$ cat config.mk
export PLATFORM = sky130hd
export DESIGN_NAME = register_fetch_sequencer_flat
export DESIGN_NICKNAME = d
export VERILOG_FILES = /design/src/rtl/register_fetch_sequencer_if.sv /design/src/rtl/register_fetch_sequencer.sv /design/src/flat_wrapper.sv
export SDC_FILE = /design/constraint.sdc
export NUM_CORES = 1
export LEC_CHECK = 0
export ABC_CLOCK_PERIOD_IN_PS = 4800
export BUFFER_PORTS_ARGS = -buffer_cell sky130_fd_sc_hd__buf_2
export CAP_MARGIN = 10
export CORE_UTILIZATION = 51
export DETAILED_ROUTE_END_ITERATION = 6
export PLACE_DENSITY = 0.84
export SYNTH_ARGS = -nofsm -noshare
export SYNTH_HDL_FRONTEND = slang
export SYNTH_SLANG_ARGS = --single-unit
$ cat constraint.sdc
create_clock -name clk -period 4.8 [get_ports clk]
set_clock_uncertainty 0.05 [all_clocks]
set_input_delay 1.44 -clock clk [delete_from_list [all_inputs] [get_ports clk]]
set_output_delay 1.44 -clock clk [all_outputs]
set_load 0.05 [all_outputs]
$ cat src/rtl/register_fetch_sequencer_if.sv
// Handshake and register-file bus between decode, execute, register_file and the
// register fetch sequencer. The master modport is the sequencer side.
interface register_fetch_sequencer_if #(
    parameter int WIDTH  = 32,
    parameter int ADDR_W = 5
);
    logic              start;
    logic [ADDR_W-1:0] src0;
    logic [ADDR_W-1:0] src1;
    logic [ADDR_W-1:0] dst;
    logic              no_wb;
    logic              busy;
    logic [1:0]        reg_sel;
    logic [ADDR_W-1:0] reg_src0;
    logic [ADDR_W-1:0] reg_src1;
    logic [ADDR_W-1:0] reg_src2;
    logic              rf_n_oe;
    logic              rf_n_we;
    logic [WIDTH-1:0]  rf_out_data;
    logic [WIDTH-1:0]  rf_in_data;
    logic [WIDTH-1:0]  op_a;
    logic [WIDTH-1:0]  op_b;
    logic              op_valid;
    logic [WIDTH-1:0]  res_data;
    logic              res_valid;
    logic              done;
    logic              err;

    modport master (
        input  start, src0, src1, dst, no_wb, rf_out_data, res_data, res_valid,
        output busy, reg_sel, reg_src0, reg_src1, reg_src2, rf_n_oe, rf_n_we,
               rf_in_data, op_a, op_b, op_valid, done, err
    );

    modport slave (
        output start, src0, src1, dst, no_wb, rf_out_data, res_data, res_valid,
        input  busy, reg_sel, reg_src0, reg_src1, reg_src2, rf_n_oe, rf_n_we,
               rf_in_data, op_a, op_b, op_valid, done, err
    );
endinterface

$ cat src/rtl/register_fetch_sequencer.sv
// Register fetch sequencer: reads two operands from a single-ported register file,
// waits for the execute result, then writes it back. Control outputs are decoded
// from the state register so read and write enables can never overlap.
//
// state  | meaning
// IDLE   | waiting for START, BUSY low
// RD0    | reading SRC0 (REG_SEL=00, N_OE low), OP_A captured at exit
// RD1    | reading SRC1 (REG_SEL=01, N_OE low), OP_B captured at exit
// EXEC   | operands valid, waiting for RES_VALID or timeout
// WSET   | DST address settling (REG_SEL=10), enables high
// WR     | single write pulse (N_WE low)
// DONE   | one-cycle completion pulse, ERR if the wait timed out
module register_fetch_sequencer #(
    parameter int WIDTH   = 32,
    parameter int ADDR_W  = 5,
    parameter bit ZERO_R0 = 1'b1,
    parameter int TIMEOUT = 0
) (
    input  logic clk,
    input  logic rst,
    register_fetch_sequencer_if.master bus
);
    localparam int CNT_W = (TIMEOUT > 0) ? $clog2(TIMEOUT + 1) : 1;
    localparam logic [CNT_W-1:0] TMO_LAST = CNT_W'((TIMEOUT > 0) ? TIMEOUT - 1 : 0);
    localparam logic [CNT_W-1:0] CNT_MAX  = '1;

    typedef enum logic [2:0] {
        S_IDLE = 3'd0,
        S_RD0  = 3'd1,
        S_RD1  = 3'd2,
        S_EXEC = 3'd3,
        S_WSET = 3'd4,
        S_WR   = 3'd5,
        S_DONE = 3'd6
    } state_t;

    state_t            state_q, state_d;
    logic [ADDR_W-1:0] src0_q, src0_d;
    logic [ADDR_W-1:0] src1_q, src1_d;
    logic [ADDR_W-1:0] dst_q, dst_d;
    logic              no_wb_q, no_wb_d;
    logic [WIDTH-1:0]  op_a_q, op_a_d;
    logic [WIDTH-1:0]  op_b_q, op_b_d;
    logic [WIDTH-1:0]  wb_data_q, wb_data_d;
    logic [CNT_W-1:0]  tmo_cnt_q, tmo_cnt_d;
    logic              abort_q, abort_d;

    logic timeout_hit;
    logic skip_write;

    assign timeout_hit = (TIMEOUT > 0) && (tmo_cnt_q == TMO_LAST);
    assign skip_write  = no_wb_q || (ZERO_R0 && (dst_q == '0));

    // State and datapath registers, synchronous reset
    always_ff @(posedge clk) begin
        if (rst) begin
            state_q   <= S_IDLE;
            src0_q    <= '0;
            src1_q    <= '0;
            dst_q     <= '0;
            no_wb_q   <= 1'b0;
            op_a_q    <= '0;
            op_b_q    <= '0;
            wb_data_q <= '0;
            tmo_cnt_q <= '0;
            abort_q   <= 1'b0;
        end else begin
            state_q   <= state_d;
            src0_q    <= src0_d;
            src1_q    <= src1_d;
            dst_q     <= dst_d;
            no_wb_q   <= no_wb_d;
            op_a_q    <= op_a_d;
            op_b_q    <= op_b_d;
            wb_data_q <= wb_data_d;
            tmo_cnt_q <= tmo_cnt_d;
            abort_q   <= abort_d;
        end
    end

    // Next-state sequencing
    always_comb begin
        state_d = state_q;
        case (state_q)
            S_IDLE:  if (bus.start) state_d = S_RD0;
            S_RD0:   state_d = S_RD1;
            S_RD1:   state_d = S_EXEC;
            S_EXEC: begin
                if (bus.res_valid)  state_d = skip_write ? S_DONE : S_WSET;
                else if (timeout_hit) state_d = S_DONE;
            end
            S_WSET:  state_d = S_WR;
            S_WR:    state_d = S_DONE;
            S_DONE:  state_d = S_IDLE;
            default: state_d = S_IDLE;
        endcase
    end

    // Index latch, operand/result capture and the EXEC wait counter
    always_comb begin
        src0_d    = src0_q;
        src1_d    = src1_q;
        dst_d     = dst_q;
        no_wb_d   = no_wb_q;
        op_a_d    = op_a_q;
        op_b_d    = op_b_q;
        wb_data_d = wb_data_q;
        tmo_cnt_d = tmo_cnt_q;
        abort_d   = abort_q;
        case (state_q)
            S_IDLE: begin
                if (bus.start) begin
                    src0_d  = bus.src0;
                    src1_d  = bus.src1;
                    dst_d   = bus.dst;
                    no_wb_d = bus.no_wb;
                end
            end
            S_RD0: op_a_d = (ZERO_R0 && (src0_q == '0)) ? '0 : bus.rf_out_data;
            S_RD1: op_b_d = (ZERO_R0 && (src1_q == '0)) ? '0 : bus.rf_out_data;
            S_EXEC: begin
                if (tmo_cnt_q != CNT_MAX) tmo_cnt_d = tmo_cnt_q + 1'b1;
                if (bus.res_valid)        wb_data_d = bus.res_data;
                else if (timeout_hit)     abort_d   = 1'b1;
            end
            S_DONE: begin
                tmo_cnt_d = '0;
                abort_d   = 1'b0;
            end
            default: ;
        endcase
    end

    // Moore control outputs decoded from the state register
    always_comb begin
        bus.busy     = (state_q != S_IDLE);
        bus.reg_sel  = 2'b00;
        bus.rf_n_oe  = 1'b1;
        bus.rf_n_we  = 1'b1;
        bus.op_valid = 1'b0;
        bus.done     = 1'b0;
        bus.err      = 1'b0;
        case (state_q)
            S_RD0:  bus.rf_n_oe = 1'b0;
            S_RD1: begin
                bus.reg_sel = 2'b01;
                bus.rf_n_oe = 1'b0;
            end
            S_EXEC: begin
                bus.reg_sel  = 2'b01;
                bus.op_valid = 1'b1;
            end
            S_WSET: bus.reg_sel = 2'b10;
            S_WR: begin
                bus.reg_sel = 2'b10;
                bus.rf_n_we = 1'b0;
            end
            S_DONE: begin
                bus.reg_sel = 2'b10;
                bus.done    = 1'b1;
                bus.err     = abort_q;
            end
            default: ;
        endcase
    end

    assign bus.reg_src0   = src0_q;
    assign bus.reg_src1   = src1_q;
    assign bus.reg_src2   = dst_q;
    assign bus.op_a       = op_a_q;
    assign bus.op_b       = op_b_q;
    assign bus.rf_in_data = wb_data_q;

endmodule

$ cat src/flat_wrapper.sv
// flat-port wrapper written by rule: the top's interface ports become plain ports
module register_fetch_sequencer_flat 
#(
    parameter int WIDTH   = 32,
    parameter int ADDR_W  = 5,
    parameter bit ZERO_R0 = 1'b1,
    parameter int TIMEOUT = 0
)
  (clk, rst, bus_start, bus_src0, bus_src1, bus_dst, bus_no_wb, bus_rf_out_data, bus_res_data, bus_res_valid, bus_busy, bus_reg_sel, bus_reg_src0, bus_reg_src1, bus_reg_src2, bus_rf_n_oe, bus_rf_n_we, bus_rf_in_data, bus_op_a, bus_op_b, bus_op_valid, bus_done, bus_err);
  register_fetch_sequencer_if #(.WIDTH(WIDTH), .ADDR_W(ADDR_W)) bus_i ();
  input  logic clk;
  input  logic rst;
  input wire logic [$bits(bus_i.start)-1:0] bus_start;
  input wire logic [$bits(bus_i.src0)-1:0] bus_src0;
  input wire logic [$bits(bus_i.src1)-1:0] bus_src1;
  input wire logic [$bits(bus_i.dst)-1:0] bus_dst;
  input wire logic [$bits(bus_i.no_wb)-1:0] bus_no_wb;
  input wire logic [$bits(bus_i.rf_out_data)-1:0] bus_rf_out_data;
  input wire logic [$bits(bus_i.res_data)-1:0] bus_res_data;
  input wire logic [$bits(bus_i.res_valid)-1:0] bus_res_valid;
  output wire logic [$bits(bus_i.busy)-1:0] bus_busy;
  output wire logic [$bits(bus_i.reg_sel)-1:0] bus_reg_sel;
  output wire logic [$bits(bus_i.reg_src0)-1:0] bus_reg_src0;
  output wire logic [$bits(bus_i.reg_src1)-1:0] bus_reg_src1;
  output wire logic [$bits(bus_i.reg_src2)-1:0] bus_reg_src2;
  output wire logic [$bits(bus_i.rf_n_oe)-1:0] bus_rf_n_oe;
  output wire logic [$bits(bus_i.rf_n_we)-1:0] bus_rf_n_we;
  output wire logic [$bits(bus_i.rf_in_data)-1:0] bus_rf_in_data;
  output wire logic [$bits(bus_i.op_a)-1:0] bus_op_a;
  output wire logic [$bits(bus_i.op_b)-1:0] bus_op_b;
  output wire logic [$bits(bus_i.op_valid)-1:0] bus_op_valid;
  output wire logic [$bits(bus_i.done)-1:0] bus_done;
  output wire logic [$bits(bus_i.err)-1:0] bus_err;
  assign bus_i.start = bus_start;
  assign bus_i.src0 = bus_src0;
  assign bus_i.src1 = bus_src1;
  assign bus_i.dst = bus_dst;
  assign bus_i.no_wb = bus_no_wb;
  assign bus_i.rf_out_data = bus_rf_out_data;
  assign bus_i.res_data = bus_res_data;
  assign bus_i.res_valid = bus_res_valid;
  assign bus_busy = bus_i.busy;
  assign bus_reg_sel = bus_i.reg_sel;
  assign bus_reg_src0 = bus_i.reg_src0;
  assign bus_reg_src1 = bus_i.reg_src1;
  assign bus_reg_src2 = bus_i.reg_src2;
  assign bus_rf_n_oe = bus_i.rf_n_oe;
  assign bus_rf_n_we = bus_i.rf_n_we;
  assign bus_rf_in_data = bus_i.rf_in_data;
  assign bus_op_a = bus_i.op_a;
  assign bus_op_b = bus_i.op_b;
  assign bus_op_valid = bus_i.op_valid;
  assign bus_done = bus_i.done;
  assign bus_err = bus_i.err;
  register_fetch_sequencer #(.WIDTH(WIDTH), .ADDR_W(ADDR_W), .ZERO_R0(ZERO_R0), .TIMEOUT(TIMEOUT)) u_core (.clk(clk), .rst(rst), .bus(bus_i));
endmodule
# After elaboration in Yosys (flattened, before gate mapping)
# Index checks and enable logic that the tools add are counted.
# word_totals
out_inout_bits	119
register_bits	115
input_bits	84
# op_classes
reduce_logical	12
mux	11
n_eq_ne	8
# ops
op	count
$mux 32	2
$pmux 3 s6	1
$logic_not 5->1	3
$eq 3x3->1 const B	3
$eq 3x2->1 const B	2
$mux 3	2
$reduce_and 2->1	3
$mux 1	4
$ne 2x2->1 const B	2
$pmux 2 s2	1
$reduce_or 2->1	2
$eq 3x1->1 const B	1
$logic_not 3->1	1
$reduce_bool 3->1	1
$reduce_or 3->1	1
$mux 2	1
$logic_or 1x1->1	1

# Longest topological paths before layout
# logic_depth
ltp_word	5
ltp_mapped	6
depth_no_buf	3

# Worst setup path after synthesis
# OpenSTA, ideal clock, no wires.
# synth_timing
path_kind	flip-flop to output port
startpoint	register u_core.state_q[1]
endpoint	output port bus_op_valid
t_arrival_ns	1.983
path_buffers	1
slack_ns	1.327
stages_incl_launch_ff	4
path_cell_list	dfxtp_1 -> clkbuf_1 -> nor2b_1 -> and2_1
# synth_via
elab_chain_cells	2
# synth_rtl
item	line	text
from (decl)	register_fetch_sequencer.sv:37	state_t state_q, state_d;
from (signal assigned)	register_fetch_sequencer.sv:68	state_q <= state_d;
$eq 3x2->1	register_fetch_sequencer.sv:143	case (state_q)
$mux 1	register_fetch_sequencer.sv:143	
to (decl)	flat_wrapper.sv:31	output wire logic [$bits(bus_i.op_valid)-1:0] bus_op_valid;
# Every way passes these cells.

# Worst setup path after layout
# layout_timing
startpoint	register u_core.state_q[0]
endpoint	output port bus_rf_n_oe
# layout_via
elab_chain_cells	3
# layout_rtl
item	line	text
$eq 3x1->1 or $eq 3x2->1 (tied branches)	register_fetch_sequencer.sv:143	
$reduce_or 2->1 (no line) (*)	n/a	
$mux 1 (*)	register_fetch_sequencer.sv:143	
to (decl)	flat_wrapper.sv:26	output wire logic [$bits(bus_i.rf_n_oe)-1:0] bus_rf_n_oe;
# Every way passes the cells marked *; elsewhere a longest branch is shown, timed or not.

==> results.md <==
* Postcts setup bufs at 0
* Vias in the first global route at about 4300
* Worst reg2reg path depth at 3
* Layout Nets at around 800
* Ys flop type: dfxtp_1
* Distinct cell type count after synthesis at 31
* Synth async-reset ratio at 0%
* Post-cts hold buffer count at 0
* Crit path buffers/inverters at 2
* Final Max Tran Viols at 0
* Crit Path Max Fanout at 65
* Setup violations, final at 0
* CTS Sinks at approximately 120
* CTS Buffer Depth at 2
* CP max-delay cell: dfxtp_1
* # DRC at 0
* Critical Path Source Type: flip-flop
* PostCTS Resize Cnt at 0
* Synthesized area per cell at just under 9 um2
* CTS tree: yes
* Mapped Area at roughly 4600 um2
* Post-synthesis sequential area ratio at 49.5%
* Clk_lat worst skew at ~500 ps
* GR Layer Usage met2 at between 40% and 50%
* Post-synth EDFFs at 0
* Fill count at just under 700
* Max_cap viols at 0
* Mean routed wirelength per cell at about 15 um
* Vias/cell at 5.45
* Drt total wl at about 12000 um
* IO Port Bufs at approximately 200
* Final Hold Violating Endpoints at 0
* Starting Density at between 50 and 60%
* VDD IR max at 0.333 mV
* Width of the die at roughly 100 um
* Setup crit end kind: output port
* Row count at 34
* Place WS at 1420 ps
* Via count at 4521
* Post-Syn Nets at just over 600
* Critical Path AT at 2400 ps
* Outcome: finished clean
* Critical path depth at 4
* ANT nets after route at 0
* TNS Setup at 0 ps
* Final core utilization at around 70%
* Multi-input gate area at ~2000 um2
* Largest net degree at the start of global routing at 127
* Final min period at approximately 3900 ps
* CP delay by family, top: simple AND/OR/NAND/NOR gates
* WS Path Type: flip-flop to output port
* RSZ-0062 raised after global routing: no
* Reg2Reg Setup Slack at roughly 2700 ps
* Met3 usage at under 10%
* Diodes inserted at 0
* FF+latch area at between 2000 and 2500 um2
* Period utilisation layout at 81.0%
* Max Fclk at approximately 260 MHz
* Die height at between 90 and 100 um
* P_leak at ~2.8 nW
* Area grow syn2layout at 32.5%
* Slowest stage delay, CP at 590 ps
* Met1 Track Usage GR at about a third
* Gr busiest metal: met2
* Dpl hpwl at between 7000 and 8000 um
* Worst EP required at roughly 3300 ps
* Rel. slew slack at between 10% and 20%
* Hold Crit Class: flip-flop to flip-flop
* H-tree depth at 4
* First-pass GRT wire length at 20100 um
* Worst Tran Pin Value at 1210 ps
* YS warnings at 0
* PwrDens at 421 nW/um2
* Worst path cell trace: or3b_2 -> buf_4 -> and2_1 -> buf_2
* Root Buffer: clkbuf_8
* DRT Pass-1 Iters at 5
* Layout cells sized above 1 at a little over a third
* Yosys reg bits at 115
* GRT Residual Overflow at 0
* Initial antenna violation count at 0
* RePlAce Congestion at between 0.7 and 0.8
* Initial DRC Count at between 150 and 200
* Number of I/O pins at a little over 200
* Setup ws final at roughly 910 ps
* GRT Total Usage at between 20% and 30%
* Die area at 9500 um2
* Clk pin slew, worst setup/hold paths at 50 ps
* Core area at 8760 um2
* Mapped Cells at approximately 540
* CTS buffer count at 17
* Worst hold path depth at 2
## cells in the final DEF, fill, tap and decap left out, types with 4 or more instances in the layout
cell,n
a21oi_1,81
buf_2,200
buf_4,8
clkbuf_16,16
clkbuf_8,4
clkinv_2,6
dfxtp_1,115
inv_1,33
nand2_1,129
nand3b_1,32
o211ai_1,32
o41ai_1,15
o41ai_2,17
## flip-flops by register name, summed over array words and instances, names as in the netlist
| signal | flops |
|---|---|
| u_core.bus.op_a | 32 |
| u_core.bus.op_b | 32 |
| u_core.bus.reg_src0 | 5 |
| u_core.bus.reg_src1 | 5 |
| u_core.bus.reg_src2 | 5 |
| u_core.bus.rf_in_data | 32 |
| u_core.no_wb_q | 1 |
| u_core.state_q | 3 |
## through the flow
step	power (mW)	instances	hold WS (ps)	instance area (um2)
final	2.59	830	396	6160
after detailed placement	1.47	798	392	5620
after global placement	1.46	798	386	5620
after global routing	2.69	830	417	6160
after CTS	2.61	830	400	6160
after floorplan	1.35	537	386	4650
## final cells by class
| cell class | count | area share (%) |
|---|---|---|
| sequential | 115 | 37.4 |
| multi-input combinational | 334 | 32.4 |
| timing repair buffer | 208 | 17.2 |
| clock buffer | 22 | 7.51 |
| tap | 108 | 2.19 |
| inverter | 33 | 2.01 |
| clock inverter | 10 | 1.34 |
## cell usage after synthesis (5+ instances only)
library cell,number,area share (%)
clkbuf_1,36,2.9
buf_4,5,0.81
o41ai_2,17,5.9
nand2_1,129,10
nand3b_1,32,5.2
a21oi_1,81,8.7
o41ai_1,15,2.8
inv_1,33,2.7
buf_2,14,1.5
dfxtp_1,115,50
o211ai_1,32,5.2
## cell families after synthesis
group           Yosys count  synth area share, %
simple gates            184                 19.2
buf+inv                  88                 7.89
compound gates          149                 23.3
other cells               1               0.0807
flops                   115                 49.5
## power breakdown
part           switching [mW]  total (mW)  internal, mW
clock                   0.423        1.14         0.721
combinational           0.322       0.425         0.103
sequential             0.0276        1.02         0.995
total                   0.772        2.59          1.82
## final timing paths
| path | start | to |
|---|---|---|
| min reg2reg | u_core.bus.op_b[21]$_SDFFE_PP0P_ | u_core.bus.op_b[21]$_SDFFE_PP0P_ |
| max reg2reg | u_core.bus.reg_src1[0]$_SDFFE_PP0P_ | u_core.bus.op_b[14]$_SDFFE_PP0P_ |
| max | u_core.state_q[0]$_SDFFE_PP0P_ | bus_rf_n_oe |
| min | u_core.bus.op_b[21]$_SDFFE_PP0P_ | u_core.bus.op_b[21]$_SDFFE_PP0P_ |
## per-layer routing
metal	vias up	part of all wire [%]
met5	-	0
met4	0	2.3
met3	28	8.2
met2	200	48
met1	2100	41
li1	2193	-
## worst reg2reg max path: stages, from the launching register on
cell	delay [ps]
dfxtp_1	320
or4_1	1030
o211ai_1	450
a21oi_1	120
No activity file was read; power rests on OpenSTA's default activity.
